$ cat config.mk
export PLATFORM = sky130hd
export DESIGN_NAME = register_file_2r2w_flat
export DESIGN_NICKNAME = d
export VERILOG_FILES = /design/src/rtl/register_file_2r2w_if.sv /design/src/rtl/register_file_2r2w.sv /design/src/flat_wrapper.sv
export SDC_FILE = /design/constraint.sdc
export NUM_CORES = 1
export LEC_CHECK = 0
export CAP_MARGIN = 20
export CORE_ASPECT_RATIO = 0.75
export CORE_MARGIN = 2
export CORE_UTILIZATION = 25
export DETAILED_ROUTE_END_ITERATION = 16
export GPL_ROUTABILITY_DRIVEN = 1
export MAX_ROUTING_LAYER = met4
export SLEW_MARGIN = 20
export SYNTH_ARGS = -nofsm -noshare
export SYNTH_HDL_FRONTEND = slang
export SYNTH_SLANG_ARGS = --single-unit
$ cat constraint.sdc
create_clock -name clk -period 4.4 [get_ports clk]
set_clock_uncertainty 0.1 [all_clocks]
set_input_delay 0.66 -clock clk [delete_from_list [all_inputs] [get_ports clk]]
set_output_delay 0.66 -clock clk [all_outputs]
set_load 0.02 [all_outputs]
$ cat src/rtl/register_file_2r2w_if.sv
`default_nettype none
// ============================================================================
//  Module      : register_file_2r2w_if
//  Description : Bus bundle for the 2-read / 2-write register file.
//                master : decode/writeback side (drives indices, write data,
//                         write enables; receives read data)
//                slave  : the register file itself
//  Signals     : read_index_a/b  [INDEX_WIDTH] read port selects
//                read_data_a/b   [WIDTH]       read port data
//                write_index_a/b [INDEX_WIDTH] write port targets
//                write_data_a/b  [WIDTH]       write port data
//                write_enable_a/b              write port enables
//  Revision    : 1.0 - initial release
// ============================================================================
interface register_file_2r2w_if #(
    parameter int WIDTH       = 16,
    parameter int INDEX_WIDTH = 2
);
    logic [INDEX_WIDTH-1:0] read_index_a;
    logic [WIDTH-1:0]       read_data_a;
    logic [INDEX_WIDTH-1:0] read_index_b;
    logic [WIDTH-1:0]       read_data_b;
    logic [INDEX_WIDTH-1:0] write_index_a;
    logic [WIDTH-1:0]       write_data_a;
    logic                   write_enable_a;
    logic [INDEX_WIDTH-1:0] write_index_b;
    logic [WIDTH-1:0]       write_data_b;
    logic                   write_enable_b;

    modport master (
        output read_index_a, read_index_b,
        output write_index_a, write_data_a, write_enable_a,
        output write_index_b, write_data_b, write_enable_b,
        input  read_data_a, read_data_b
    );

    modport slave (
        input  read_index_a, read_index_b,
        input  write_index_a, write_data_a, write_enable_a,
        input  write_index_b, write_data_b, write_enable_b,
        output read_data_a, read_data_b
    );
endinterface
`default_nettype wire

$ cat src/rtl/register_file_2r2w.sv
`default_nettype none
// ============================================================================
//  Module      : register_file_2r2w
//  Description : Parametrised register file, DEPTH = 2**INDEX_WIDTH entries of
//                WIDTH bits, two combinational read ports and two synchronous
//                write ports. Optional same-cycle write-to-read forwarding
//                (BYPASS) and optional hardwired zero register (ZERO_REG).
//  Ports       : clk    - clock, all state changes on the rising edge
//                reset  - synchronous active-high, clears every register
//                bus    - register_file_2r2w_if.slave (read/write ports)
//  Revision    : 1.0 - initial release
// ============================================================================
module register_file_2r2w #(
    parameter int WIDTH       = 16,
    parameter int INDEX_WIDTH = 2,
    parameter bit BYPASS      = 1'b0,
    parameter bit ZERO_REG    = 1'b0
) (
    input  wire logic            clk,
    input  wire logic            reset,
    register_file_2r2w_if.slave  bus
);

    localparam int DEPTH = 2 ** INDEX_WIDTH;

    logic [WIDTH-1:0] regs_q [DEPTH];
    logic [WIDTH-1:0] regs_d [DEPTH];

    logic             w_we_a;
    logic             w_we_b;
    logic [WIDTH-1:0] w_read_a;
    logic [WIDTH-1:0] w_read_b;

    // Writes aimed at the zero register are removed here, so they take no
    // part in collisions or forwarding further down.
    assign w_we_a = bus.write_enable_a && !(ZERO_REG && (bus.write_index_a == '0));
    assign w_we_b = bus.write_enable_b && !(ZERO_REG && (bus.write_index_b == '0));

    // Next-state: port B is applied last so it wins an index collision.
    always_comb begin
        for (int i = 0; i < DEPTH; i++) begin
            regs_d[i] = regs_q[i];
            if (w_we_a && (bus.write_index_a == INDEX_WIDTH'(i))) begin
                regs_d[i] = bus.write_data_a;
            end
            if (w_we_b && (bus.write_index_b == INDEX_WIDTH'(i))) begin
                regs_d[i] = bus.write_data_b;
            end
        end
    end

    // Reset takes priority over any write presented on the same edge.
    always_ff @(posedge clk) begin
        if (reset) begin
            for (int i = 0; i < DEPTH; i++) begin
                regs_q[i] <= '0;
            end
        end else begin
            regs_q <= regs_d;
        end
    end

    // Read port A: stored value, optionally overridden by a pending write
    // (port B first, matching the collision rule). Forwarding is off while
    // reset is high because those writes will never land.
    always_comb begin
        w_read_a = regs_q[bus.read_index_a];
        if (BYPASS && !reset) begin
            if (w_we_b && (bus.write_index_b == bus.read_index_a)) begin
                w_read_a = bus.write_data_b;
            end else if (w_we_a && (bus.write_index_a == bus.read_index_a)) begin
                w_read_a = bus.write_data_a;
            end
        end
        if (ZERO_REG && (bus.read_index_a == '0)) begin
            w_read_a = '0;
        end
    end

    // Read port B: identical selection against read_index_b.
    always_comb begin
        w_read_b = regs_q[bus.read_index_b];
        if (BYPASS && !reset) begin
            if (w_we_b && (bus.write_index_b == bus.read_index_b)) begin
                w_read_b = bus.write_data_b;
            end else if (w_we_a && (bus.write_index_a == bus.read_index_b)) begin
                w_read_b = bus.write_data_a;
            end
        end
        if (ZERO_REG && (bus.read_index_b == '0)) begin
            w_read_b = '0;
        end
    end

    assign bus.read_data_a = w_read_a;
    assign bus.read_data_b = w_read_b;

endmodule
`default_nettype wire

$ cat src/flat_wrapper.sv
// flat-port wrapper written by rule: the top's interface ports become plain ports
module register_file_2r2w_flat 
#(
    parameter int WIDTH       = 16,
    parameter int INDEX_WIDTH = 2,
    parameter bit BYPASS      = 1'b0,
    parameter bit ZERO_REG    = 1'b0
)
  (clk, reset, bus_read_index_a, bus_read_index_b, bus_write_index_a, bus_write_data_a, bus_write_enable_a, bus_write_index_b, bus_write_data_b, bus_write_enable_b, bus_read_data_a, bus_read_data_b);
  register_file_2r2w_if #(.WIDTH(WIDTH), .INDEX_WIDTH(INDEX_WIDTH)) bus_i ();
  input  wire logic clk;
  input  wire logic reset;
  input wire logic [$bits(bus_i.read_index_a)-1:0] bus_read_index_a;
  input wire logic [$bits(bus_i.read_index_b)-1:0] bus_read_index_b;
  input wire logic [$bits(bus_i.write_index_a)-1:0] bus_write_index_a;
  input wire logic [$bits(bus_i.write_data_a)-1:0] bus_write_data_a;
  input wire logic [$bits(bus_i.write_enable_a)-1:0] bus_write_enable_a;
  input wire logic [$bits(bus_i.write_index_b)-1:0] bus_write_index_b;
  input wire logic [$bits(bus_i.write_data_b)-1:0] bus_write_data_b;
  input wire logic [$bits(bus_i.write_enable_b)-1:0] bus_write_enable_b;
  output wire logic [$bits(bus_i.read_data_a)-1:0] bus_read_data_a;
  output wire logic [$bits(bus_i.read_data_b)-1:0] bus_read_data_b;
  assign bus_i.read_index_a = bus_read_index_a;
  assign bus_i.read_index_b = bus_read_index_b;
  assign bus_i.write_index_a = bus_write_index_a;
  assign bus_i.write_data_a = bus_write_data_a;
  assign bus_i.write_enable_a = bus_write_enable_a;
  assign bus_i.write_index_b = bus_write_index_b;
  assign bus_i.write_data_b = bus_write_data_b;
  assign bus_i.write_enable_b = bus_write_enable_b;
  assign bus_read_data_a = bus_i.read_data_a;
  assign bus_read_data_b = bus_i.read_data_b;
  register_file_2r2w #(.WIDTH(WIDTH), .INDEX_WIDTH(INDEX_WIDTH), .BYPASS(BYPASS), .ZERO_REG(ZERO_REG)) u_core (.clk(clk), .reset(reset), .bus(bus_i));
endmodule
==> impl_metrics.ini, run 1 <==
[global_routing]
grt_pass1_wl_mm = 20.3
antenna_found_initial = 0
grt_max_degree = 65
grt_overflow = 0
grt_pass1_vias = 3637
grt_use_total_pct = 17.7

[floorplan]
die-width_um = 145
die_y_um = 109
fp-row-count = 38
ios = 76
start_util_pct = 25.6
dieArea_um2 = 15800
core_area_um2 = 14500

[clock_tree]
cts_buffers = 9
h-tree-depth = 3
post_cts_buffers = 0
holdBufCountCts = 0
cts-root-buf = clkbuf_16
cts_tree = done
cts_resized = 0
clkLatencyLatePin_ns = 0.33
clkTransAtPathRegs_ns = 0.05
cts.path.max_buffers = 2
cts_sinks = 64

[logic_synthesis]
ys.flop_type = dfxtp_1
synthArstFlopShare_pct = 0
synthesis.nets = 425
yosys-top-cells-count = dfxtp_1 (64), nor2_1 (64), nor3_1 (64), a221oi_1 (54), mux4_2 (32)
syn_inst = 381
synth-seq-area-share_pct = 34.6
yosysTopAreaCell = dfxtp_1
synth_cell_types = 19
synth_seq_cells = 64
synth_edf_count = 0
ys_top_cells_by_area = dfxtp_1 (35%), mux4_2 (19%), a221oi_1 (13%)
avgSynthCellArea_um2 = 9.73
synth_top_area_share_pct = 34.6
syn_area_um2 = 3710
synth_warnings = 0

[sta]
fmax_ghz = 0.295
slew_violations = 0
slew_headroom_pct = 35.7
fin_crit_sh_pct = 77.0
worst_pin_slew_ns = 0.961
min_period_ns = 3.39
setup_viol = 0
hold_violations = 0
setup_tns_ns = 0
rsz0062_at_grt = false
whs_ns = 0.513

[finish]
area_growth_pct = 30.2
reg_top3 = u_core.regs_q (64)
drive_gt1_share_pct = 15.7
nFillCells = 1489
fin_cells = 632
antennaDiodeCount = 0
largest_register_ffs = 64
final_nets = 472
regMostFlops = u_core.regs_q

[power]
power_density_nw_per_um2 = 349
ir_worst_vdd_uv = 158
fin_total_pwr_mw = 1.69
leakagePower_nw = 1.60

[routing]
wl_per_cell_um = 21.2
drc = 0
first_pass_iters = 5
drtAntennaViolNets = 0
drt_wl_total_mm = 13.4
drt-initial-drc-count = 297
via_per_inst = 5.58
via_count = 3525

[worst_setup_path]
r2r_start = u_core.regs_q[51]$_SDFFE_PP0P_
slowest_stage = mux4_2
cp.arrival_ns = 2.63
worst-path-max-fanout = 16
start_kind = input port
cp.required_ns = 3.64
worstSetupEndpointType = output port
critical_path.max_stage_delay_ns = 0.58
crit_path_start = bus_read_index_a[0]
r2r_setup_slack_ns = 3.38
crit_type = in2out
ff2ff_path_depth = 2
crit_path_frequent_cell = clkdlybuf4s50_1
crit_chain = clkdlybuf4s50_1 -> buf_4 -> mux4_2 -> clkdlybuf4s50_1

[job]
max_cap_violations = 0

[min_path]
hold_start = u_core.regs_q[11]$_SDFFE_PP0P_
hold_depth = 2
hp-class = reg2reg

[placed_design]
gp_congestion = 0.797
place.port_buffers = 75
dpl.cell_count = 617
hpwl_mm = 8.53

[run_status]
status = complete, no violations
metal layers:
| metal | GRT usage [%] | wire (um) |
|---|---|---|
| met2 | 28.8 | 6610 |
| met4 | 8.81 | 311 |
| met3 | 3.61 | 804 |
| met1 | 21.0 | 5680 |
| met5 | - | 0 |
cells by family (layout without fill, tap and decap cells):
| group | count (synthesis) | in the layout | share of synthesized area (%) |
|---|---|---|---|
| AO/OA/AOI/OAI | 64 | 64 | 16.8 |
| AND/OR/NAND/NOR | 174 | 174 | 23.4 |
| multiplexers | 32 | 32 | 19.4 |
| buffers and inverters | 47 | 98 | 5.77 |
| flip-flops | 64 | 64 | 34.6 |
worst paths after layout:
| kind | endpoint |
|---|---|
| worst max-delay path | bus_read_data_a[12] |
| worst min-delay path | u_core.regs_q[11]$_SDFFE_PP0P_ |
| worst max register to register | u_core.regs_q[51]$_SDFFE_PP0P_ |
| worst min register to register | u_core.regs_q[11]$_SDFFE_PP0P_ |
placed cells by master, fill, tap and decap left out:
cell	instances
clkbuf_16	9
buf_4	9
dfxtp_1	64
or3b_1	1
nor2b_2	1
clkbuf_1	1
nor3b_2	1
clkinvlp_4	1
clkinv_2	2
a221oi_2	10
nor2_1	64
nor2b_1	16
nand3_1	2
nor3_1	64
and3b_1	2
or3b_2	1
a221oi_1	54
and3_1	1
clkbuf_8	2
clkdlybuf4s50_1	74
mux4_2	32
and2_1	17
nand3b_1	4
final cells by class:
cell class | instances | area, um2 | share of cell area, %
Timing Repair Buffer | 83 | 808 | 16.7
Sequential cell | 64 | 1280 | 26.5
Tap cell | 200 | 250 | 5.18
Multi-Input combinational cell | 270 | 2210 | 45.9
Clock buffer | 12 | 256 | 5.31
Clock inverter | 3 | 17.5 | 0.363
worst max-delay path, delay by kind of cell:
| kind | cells | cell delay, ns |
|---|---|---|
| muxes | 1 | 0.58 |
| buffers and inverters | 3 | 1.37 |
through the flow:
step | util, % | worst slack [ns] | cell area, um2
floorplan | - | 1.85 | 3710
global placement | 31.5 | 0.998 | 4550
detailed placement | 31.5 | 1.00 | 4550
CTS | 33.4 | 0.983 | 4820
global route | 33.4 | 0.917 | 4830
finish | 33.4 | 1.01 | 4830
where the power goes:
part / leakage, nW / internal [mW] / switching (mW)
combinational: 0.943 / 0.185 / 0.182
clock: 0.134 / 0.407 / 0.257
sequential: 0.526 / 0.620 / 0.0344
total: 1.60 / 1.21 / 0.473
(Power assumes the default switching activity.)
==> run 2: changes to the inputs <==
clock period = 3.3 ns   (was 4.4 ns; I/O delays follow)
==> run 2 against run 1 <==
Sequential power increased by 33%. Largest power group unchanged. Via count increased by 1.6%. Highest routed layer unchanged. Total power grew 39%. Die area unchanged. Core utilization up 0.90 points. Register-to-register slack worse by 1.1 ns.
==> impl_metrics.ini, run 2 (synthesized netlist as in run 1, its figures left out) <==
[floorplan]
start_util_pct = 25.6
die-width_um = 145
dieArea_um2 = 15800
ios = 76
fp-row-count = 38
core_area_um2 = 14500
die_y_um = 109

[power]
fin_total_pwr_mw = 2.35
combPwrFrac_pct = 21.3
swShare_pct = 26.7
p_int_mw = 1.72
power_density_nw_per_um2 = 474
ir_worst_vdd_uv = 228
switching_power_mw = 0.626
clkPwrFrac_pct = 41.5
leakagePower_nw = 1.67
pwr-share-seq_pct = 37.2

[sta]
hold_violations = 0
setup_viol = 0
worst_pin_slew_ns = 1.04
min_period_ns = 2.94
fin_crit_sh_pct = 89.2
setup_tns_ns = 0
slew_violations = 0
fmax_ghz = 0.340
slew_headroom_pct = 30.8
rsz0062_at_grt = false

[finish]
area_growth_pct = 33.8
utilization_pct = 34.3
fin_cells = 640
nFillCells = 1470
final_cell_mix = clkdlybuf4s50_1 (74), nor2_1 (64), nor3_1 (64), dfxtp_1 (64), a221oi_1 (54)
regMostFlops = u_core.regs_q
largest_register_ffs = 64
final_nets = 480
final_common_cell = clkdlybuf4s50_1
drive_gt1_share_pct = 17.5
reg_top3 = u_core.regs_q (64)
antennaDiodeCount = 0

[run_status]
status = complete, no violations

[worst_setup_path]
crit_type = in2out
worst-path-max-fanout = 16
cp.arrival_ns = 2.35
start_kind = input port
worstSetupEndpointType = output port
cp.required_ns = 2.70

[clock_tree]
holdBufCountCts = 0
clkLatencyLatePin_ns = 0.32
clkTransAtPathRegs_ns = 0.05
cts.path.max_buffers = 2
h-tree-depth = 3
cts_sinks = 64
cts_tree = done
cts-root-buf = clkbuf_16
post_cts_buffers = 0
cts_resized = 0
cts_buffers = 9

[global_routing]
grt_pass1_vias = 3614
grt_use_total_pct = 17.7
met3_usage_pct = 3.14
grt_pass1_wl_mm = 20.4
grt_max_degree = 65
antenna_found_initial = 0
grt_overflow = 0
met2_usage_pct = 29.7
met1_usage_pct = 20.8
busiest_layer = met2

[routing]
via_per_inst = 5.60
first_pass_iters = 5
drc = 0
via_count = 3581
drt-initial-drc-count = 248
drtAntennaViolNets = 0
drt_wl_total_mm = 13.6
wl_per_cell_um = 21.2

[placed_design]
hpwl_mm = 8.74
dpl.cell_count = 625
place.port_buffers = 75
gp_congestion = 0.829

[job]
max_cap_violations = 0

[min_path]
hp-class = reg2reg
-- run 2: cell type report --
| class | instances | area [um2] | share of cell area [%] |
|---|---|---|---|
| clock inverter | 3 | 40.0 | 0.808 |
| clock buffer | 12 | 267 | 5.38 |
| sequential | 64 | 1280 | 25.8 |
| tap | 200 | 250 | 5.05 |
| timing repair buffer | 91 | 906 | 18.3 |
| multi-input combinational | 270 | 2210 | 44.6 |
-- run 2: final timing paths --
| kind | from | endpoint | slack [ns] | cells past startpoint |
|---|---|---|---|---|
| max | bus_read_index_b[0] | bus_read_data_b[12] | 0.36 | 4 |
| min reg2reg | u_core.regs_q[27]$_SDFFE_PP0P_ | u_core.regs_q[27]$_SDFFE_PP0P_ | 0.52 | 2 |
| min | u_core.regs_q[27]$_SDFFE_PP0P_ | u_core.regs_q[27]$_SDFFE_PP0P_ | 0.52 | 2 |
| max reg2reg | u_core.regs_q[47]$_SDFFE_PP0P_ | u_core.regs_q[47]$_SDFFE_PP0P_ | 2.32 | 2 |
-- run 2: power groups by stage --
stage	clock (mW)	combinational, mW	sequential, mW
after floorplan	0	0.305	0.868
after global placement	0	0.490	0.882
after detailed placement	0	0.501	0.887
after CTS	0.986	0.502	0.870
after global routing	1.01	0.535	0.877
final	0.974	0.501	0.872
-- run 2: worst max-delay path, cell delays in order --
cell	delay, ns
clkdlybuf4s50_1	0.51
buf_12	0.21
mux4_2	0.55
clkdlybuf4s50_1	0.56
-- run 2: metal layers --
metal / part of all wire, % / routed length (um)
met5: 0 / 0
met4: 3.3 / 450
met3: 6.2 / 840
met2: 48 / 6550
met1: 42 / 5720
-- run 2: metrics by stage --
stage          hold WS (ns)  setup slack, ns  area [um2]
2_1_floorplan         0.471             1.08        3710
4_1_cts               0.519            0.350        4950
3_3_place_gp          0.483            0.359        4650
5_1_grt               0.550            0.300        4960
3_5_place_dp          0.504            0.371        4650
6_report              0.515            0.358        4960
